## src/rtl/pulse_train_decoder.sv

```systemverilog
// Receive-side decoder for the idle-high, active-low pulse-train link.
// Counts low pulses per burst and reports the count once the line has idled for GAP_CYCLES samples.
module pulse_train_decoder #(
  parameter int unsigned CNT_W      = 4,
  parameter int unsigned GAP_CYCLES = 8,
  parameter int unsigned GAP_W      = 4
) (
  input  logic             outclk,
  input  logic             rst,
  input  logic             pulse_in,
  output logic [CNT_W-1:0] count_out,
  output logic             count_valid,
  output logic             overflow,
  output logic             busy
);

  typedef enum logic [0:0] {StIdle, StCount} state_e;

  localparam logic [CNT_W-1:0] CntMax = '1;
  localparam logic [GAP_W-1:0] GapEnd = GAP_W'(GAP_CYCLES);

  state_e           r_state, w_state_next;
  logic             r_s1, r_s2, r_s3;
  logic [CNT_W-1:0] r_cnt, w_cnt_next;
  logic             r_ovf, w_ovf_next;
  logic [GAP_W-1:0] r_gap, w_gap_next;
  logic [CNT_W-1:0] r_count_out, w_count_out_next;
  logic             r_overflow, w_overflow_next;
  logic             r_count_valid, w_count_valid_next;
  logic             w_fe;
  logic [GAP_W-1:0] w_gap_inc;

  // Synchronizer and history flops reset high so reset release never looks like a falling edge.
  always_ff @(posedge outclk or posedge rst) begin
    if (rst) begin
      r_s1 <= 1'b1;
      r_s2 <= 1'b1;
      r_s3 <= 1'b1;
    end else begin
      r_s1 <= pulse_in;
      r_s2 <= r_s1;
      r_s3 <= r_s2;
    end
  end

  assign w_fe      = r_s3 & ~r_s2;
  assign w_gap_inc = r_gap + GAP_W'(1);

  always_ff @(posedge outclk or posedge rst) begin
    if (rst) begin
      r_state       <= StIdle;
      r_cnt         <= '0;
      r_ovf         <= 1'b0;
      r_gap         <= '0;
      r_count_out   <= '0;
      r_overflow    <= 1'b0;
      r_count_valid <= 1'b0;
    end else begin
      r_state       <= w_state_next;
      r_cnt         <= w_cnt_next;
      r_ovf         <= w_ovf_next;
      r_gap         <= w_gap_next;
      r_count_out   <= w_count_out_next;
      r_overflow    <= w_overflow_next;
      r_count_valid <= w_count_valid_next;
    end
  end

  always_comb begin
    w_state_next       = r_state;
    w_cnt_next         = r_cnt;
    w_ovf_next         = r_ovf;
    w_gap_next         = r_gap;
    w_count_out_next   = r_count_out;
    w_overflow_next    = r_overflow;
    w_count_valid_next = 1'b0;
    unique case (r_state)
      StIdle: begin
        if (w_fe) begin
          w_state_next = StCount;
          w_cnt_next   = CNT_W'(1);
          w_ovf_next   = 1'b0;
          w_gap_next   = '0;
        end
      end
      StCount: begin
        if (w_fe) begin
          // Saturate rather than wrap; overflow remembers that pulses were lost.
          if (r_cnt == CntMax) begin
            w_ovf_next = 1'b1;
          end else begin
            w_cnt_next = r_cnt + CNT_W'(1);
          end
          w_gap_next = '0;
        end else if (!r_s2) begin
          w_gap_next = '0;
        end else if (w_gap_inc == GapEnd) begin
          w_state_next       = StIdle;
          w_gap_next         = '0;
          w_count_out_next   = r_cnt;
          w_overflow_next    = r_ovf;
          w_count_valid_next = 1'b1;
        end else begin
          w_gap_next = w_gap_inc;
        end
      end
      default: w_state_next = StIdle;
    endcase
  end

  assign count_out   = r_count_out;
  assign overflow    = r_overflow;
  assign count_valid = r_count_valid;
  assign busy        = (r_state == StCount);

endmodule

```

## config.mk

```make
export PLATFORM = sky130hd
export DESIGN_NAME = pulse_train_decoder
export DESIGN_NICKNAME = d
export VERILOG_FILES = /design/src/rtl/pulse_train_decoder.sv
export SDC_FILE = /design/constraint.sdc
export NUM_CORES = 1
export LEC_CHECK = 0
export CAP_MARGIN = 30
export CORE_MARGIN = 2
export CORE_UTILIZATION = 52
export DETAILED_ROUTE_END_ITERATION = 16
export PLACE_DENSITY_LB_ADDON = 0.15
export SYNTH_ARGS = -nofsm -noshare
export SYNTH_HDL_FRONTEND = slang
export SYNTH_SLANG_ARGS = --single-unit
```

## constraint.sdc

```tcl
create_clock -name outclk -period 2.15 [get_ports outclk]
set_input_delay 0.215 -clock outclk [delete_from_list [all_inputs] [get_ports outclk]]
set_output_delay 0.215 -clock outclk [all_outputs]
set_load 0.005 [all_outputs]
```

==> metrics.md <==
| Metric | Value |
|---|---|
| Pwr dens | just over 800 nW/µm² |
| Root buf cell | clkbuf_4 |
| First-pass GRT wire length | 2214 µm |
| Crit. End Element | register |
| Status | finished clean |
| Max Cap Viol | 0 |
| Ranking of synthesized cells by area | dfrtp_1, dfstp_2, mux2_4, ha_1, nand2_1 |
| Crit path kind | reg2reg |
| Post-synth cell types | 24 |
| Final Non-Filler Cells | 99 |
| Leakage | 0.4510 nW |
| Global Route Usage Sum | 0.1613 |
| Crit path cell chain | ha_1 -> xnor2_1 -> nand2_1 -> or3_1 -> mux2_4 |
| Post-Place Cells | 95 |
| Largest family of logic cells by synthesized area | simple AND/OR/NAND/NOR gates |
| Tcrit/Tclk final | 0.8779 |
| Final TNS setup | 0 ps |
| Highest Clock Rate | 529.8 MHz |
| Final ANT Viol Nets | 0 |
| #FFs+latches synth | 19 |
| Met3 global-route usage | 0.03673 |
| Port Buffer Count | 9 |
| Total setup buffers inserted after CTS | 0 |
| Post-synthesis simple-gate area fraction | 0.1469 |
| Initial DRC count | 6 |
| Core area | 1506 µm² |
| Routability cong. | 0.7644 |
| Grt met1 use | 0.2418 |
| DRT Wirelength | 1303 µm |
| FP Rows | 14 |
| Clock transition at the registers of the reported paths | roughly 100 ps |
| H-tree depth | 1 |
| Slew HR | 0.5237 |
| Biggest area consumer among synthesized cells | dfrtp_1 |
| Ys Warns | 0 |
| Worst skew pair latency | between 200 and 300 ps |
| Synth Area in XOR/XNOR | 0.02099 |
| Overall die height | about 44 µm |
| Family with the most delay on the worst path | simple AND/OR/NAND/NOR gates |
| Final Setup Violations | 0 |
| Mapped Cells | 71 |
| Antenna violations before repair | 0 |
| Vias | 554 |
| Crit path launch type | register |
| Syn Area/Cell | 11.75 µm² |
| CTS Hold Bufs | 0 |
| Crit-path max FO | 6 |
| CTS tree | built |
| DR DRC count | 0 |
| Hold Path Class | in2reg |
| Avg WL per Cell | 13.16 µm |
| Met2 Use GR | 0.2147 |
| PostCTS Resize Cnt | 0 |
| Slowest stage delay, CP | about 470 ps |
| Critical-path top delay cell | or3_1 |
| Vias per inst | 5.596 |
| # IOs | 10 |
| Busiest grt layer | met1 |
| GRT Residual Overflow | 0 |
| Worst Tran Pin Value | approximately 710 ps |
| Width of the chip | about 44 µm |
| Post-synthesis sequential area ratio | 0.5742 |
| Initial Util | 0.5540 |
| CP required | 2330 ps |
| Critical path arrival | between 2000 and 2500 ps |
| DRT Pass-1 Iters | 4 |
| Worst Path Buf+Inv | 0 |
| # diodes | 0 |
| RSZ-0062 raised after global routing | no |
| VDD IR max | 0.5245 mV |
| Dpl hpwl | 947.8 µm |
| Syn_nets | 77 |
| Share of the synthesized area in the top cell type | 0.4798 |
| Synth Area in Compound Gates | 0.08246 |
| Clock sink total | 19 |
| Synthesized area | 834.6 µm² |
| Layout cells sized above 1 | 0.1687 |
| Area Growth Syn to Fin | 15.44% |
| Post-synthesis mux area share | 0.1034 |
| Tmin final | 1888 ps |
| Largest buffer count on any clock path | 2 |
| Vias in the first global route | 517 |
| Fin. Hold Viols | 0 |
| CTS buffer count | 3 |
| Die ar. | 1941 µm² |
| Largest net degree at the start of global routing | 20 |
| Final net count | 90 |
| Worst Skew | 2.787 ps |
| Post-synthesis adder-cell area fraction | 0.04498 |
| Fin. max-slew vios | 0 |
power by group:
group | internal (mW) | switching (mW) | total [mW]
Clock | 0.0720 | 0.0988 | 0.171
Combinational | 0.0651 | 0.0639 | 0.129
Sequential | 0.415 | 0.0654 | 0.480
cells in the mapped netlist (all sizes together):
cell	n
mux2	6
xor2	1
o22ai	1
nand2b	1
a21oi	3
inv	2
buf	1
dfrtp	16
nand2	9
nor2b	2
o21ai	6
nand4	1
a22o	1
a41oi	1
dfstp	3
nand3	4
clkbuf	1
xnor2	1
nor2	5
ha	3
nor3b	1
or3	2
logic make-up after synthesis:
group / count (synthesis)
fa+ha+maj: 3
xor+xnor: 2
compound gates: 12
simple gates: 25
mux: 6
buf+inv: 4
flops: 19
final timing paths:
check,slack [ps],to,start,cells after the start
min in group asynchronous,340,r_ovf,rst,2
max,260,count_out[3],r_gap[0],5
max reg2reg,260,count_out[3],r_gap[0],5
min,330,r_s1,pulse_in,1
max in group asynchronous,1360,r_cnt[3],rst,2
min reg2reg,360,r_s2,r_s1,0
stage by stage:
step,util,hold WS [ps],total power [mW],setup WS (ps),area [µm²]
floorplan,-,163.9,0.5738,427.5,834.6
global placement,0.6221,346.6,0.6075,342.0,937.1
detailed placement,0.6221,350.5,0.6169,274.3,937.1
CTS,0.6395,315.0,0.7909,261.1,963.4
global route,0.6395,303.0,0.8342,189.6,963.4
finish,0.6395,325.9,0.7799,262.4,963.4
cell type report:
cell class	instances	area, µm²
Multi-Input combinational cell	48	332.8
Sequential cell	19	479.2
Timing Repair Buffer	10	97.59
Inverter	2	7.507
Clock buffer	4	26.28
Tap cell	16	20.02
Fill cell	117	543.0
state kept, by name, summed over array words and instances (netlist names):
register     count
r_s1             1
r_s3             1
count_valid      1
r_s2             1
busy             1
r_ovf            1
overflow         1
r_cnt            4
r_gap            4
count_out        4
cell usage in the layout, fill, tap and decap left out:
master           instances
mux2_2                   1
nand3_1                  3
or3_1                    2
a22o_1                   1
o22ai_1                  1
nand4_1                  1
clkbuf_4                 3
nand3_2                  1
nor2b_1                  2
clkbuf_1                 1
a41oi_1                  1
dfrtp_1                 16
nor2_1                   5
a21oi_1                  3
nor3b_1                  1
inv_1                    2
o21ai_0                  6
clkdlybuf4s50_1          9
xor2_1                   1
ha_1                     3
buf_4                    1
dfstp_2                  3
nand2b_1                 1
nand2_1                  9
mux2_4                   5
xnor2_1                  1
routing by layer:
metal	up-vias	share of wire
met4	0	0.012
met2	13	0.44
li1	271	-
met5	-	0
met1	268	0.51
met3	2	0.035
Power figures use the tool's default switching activity.
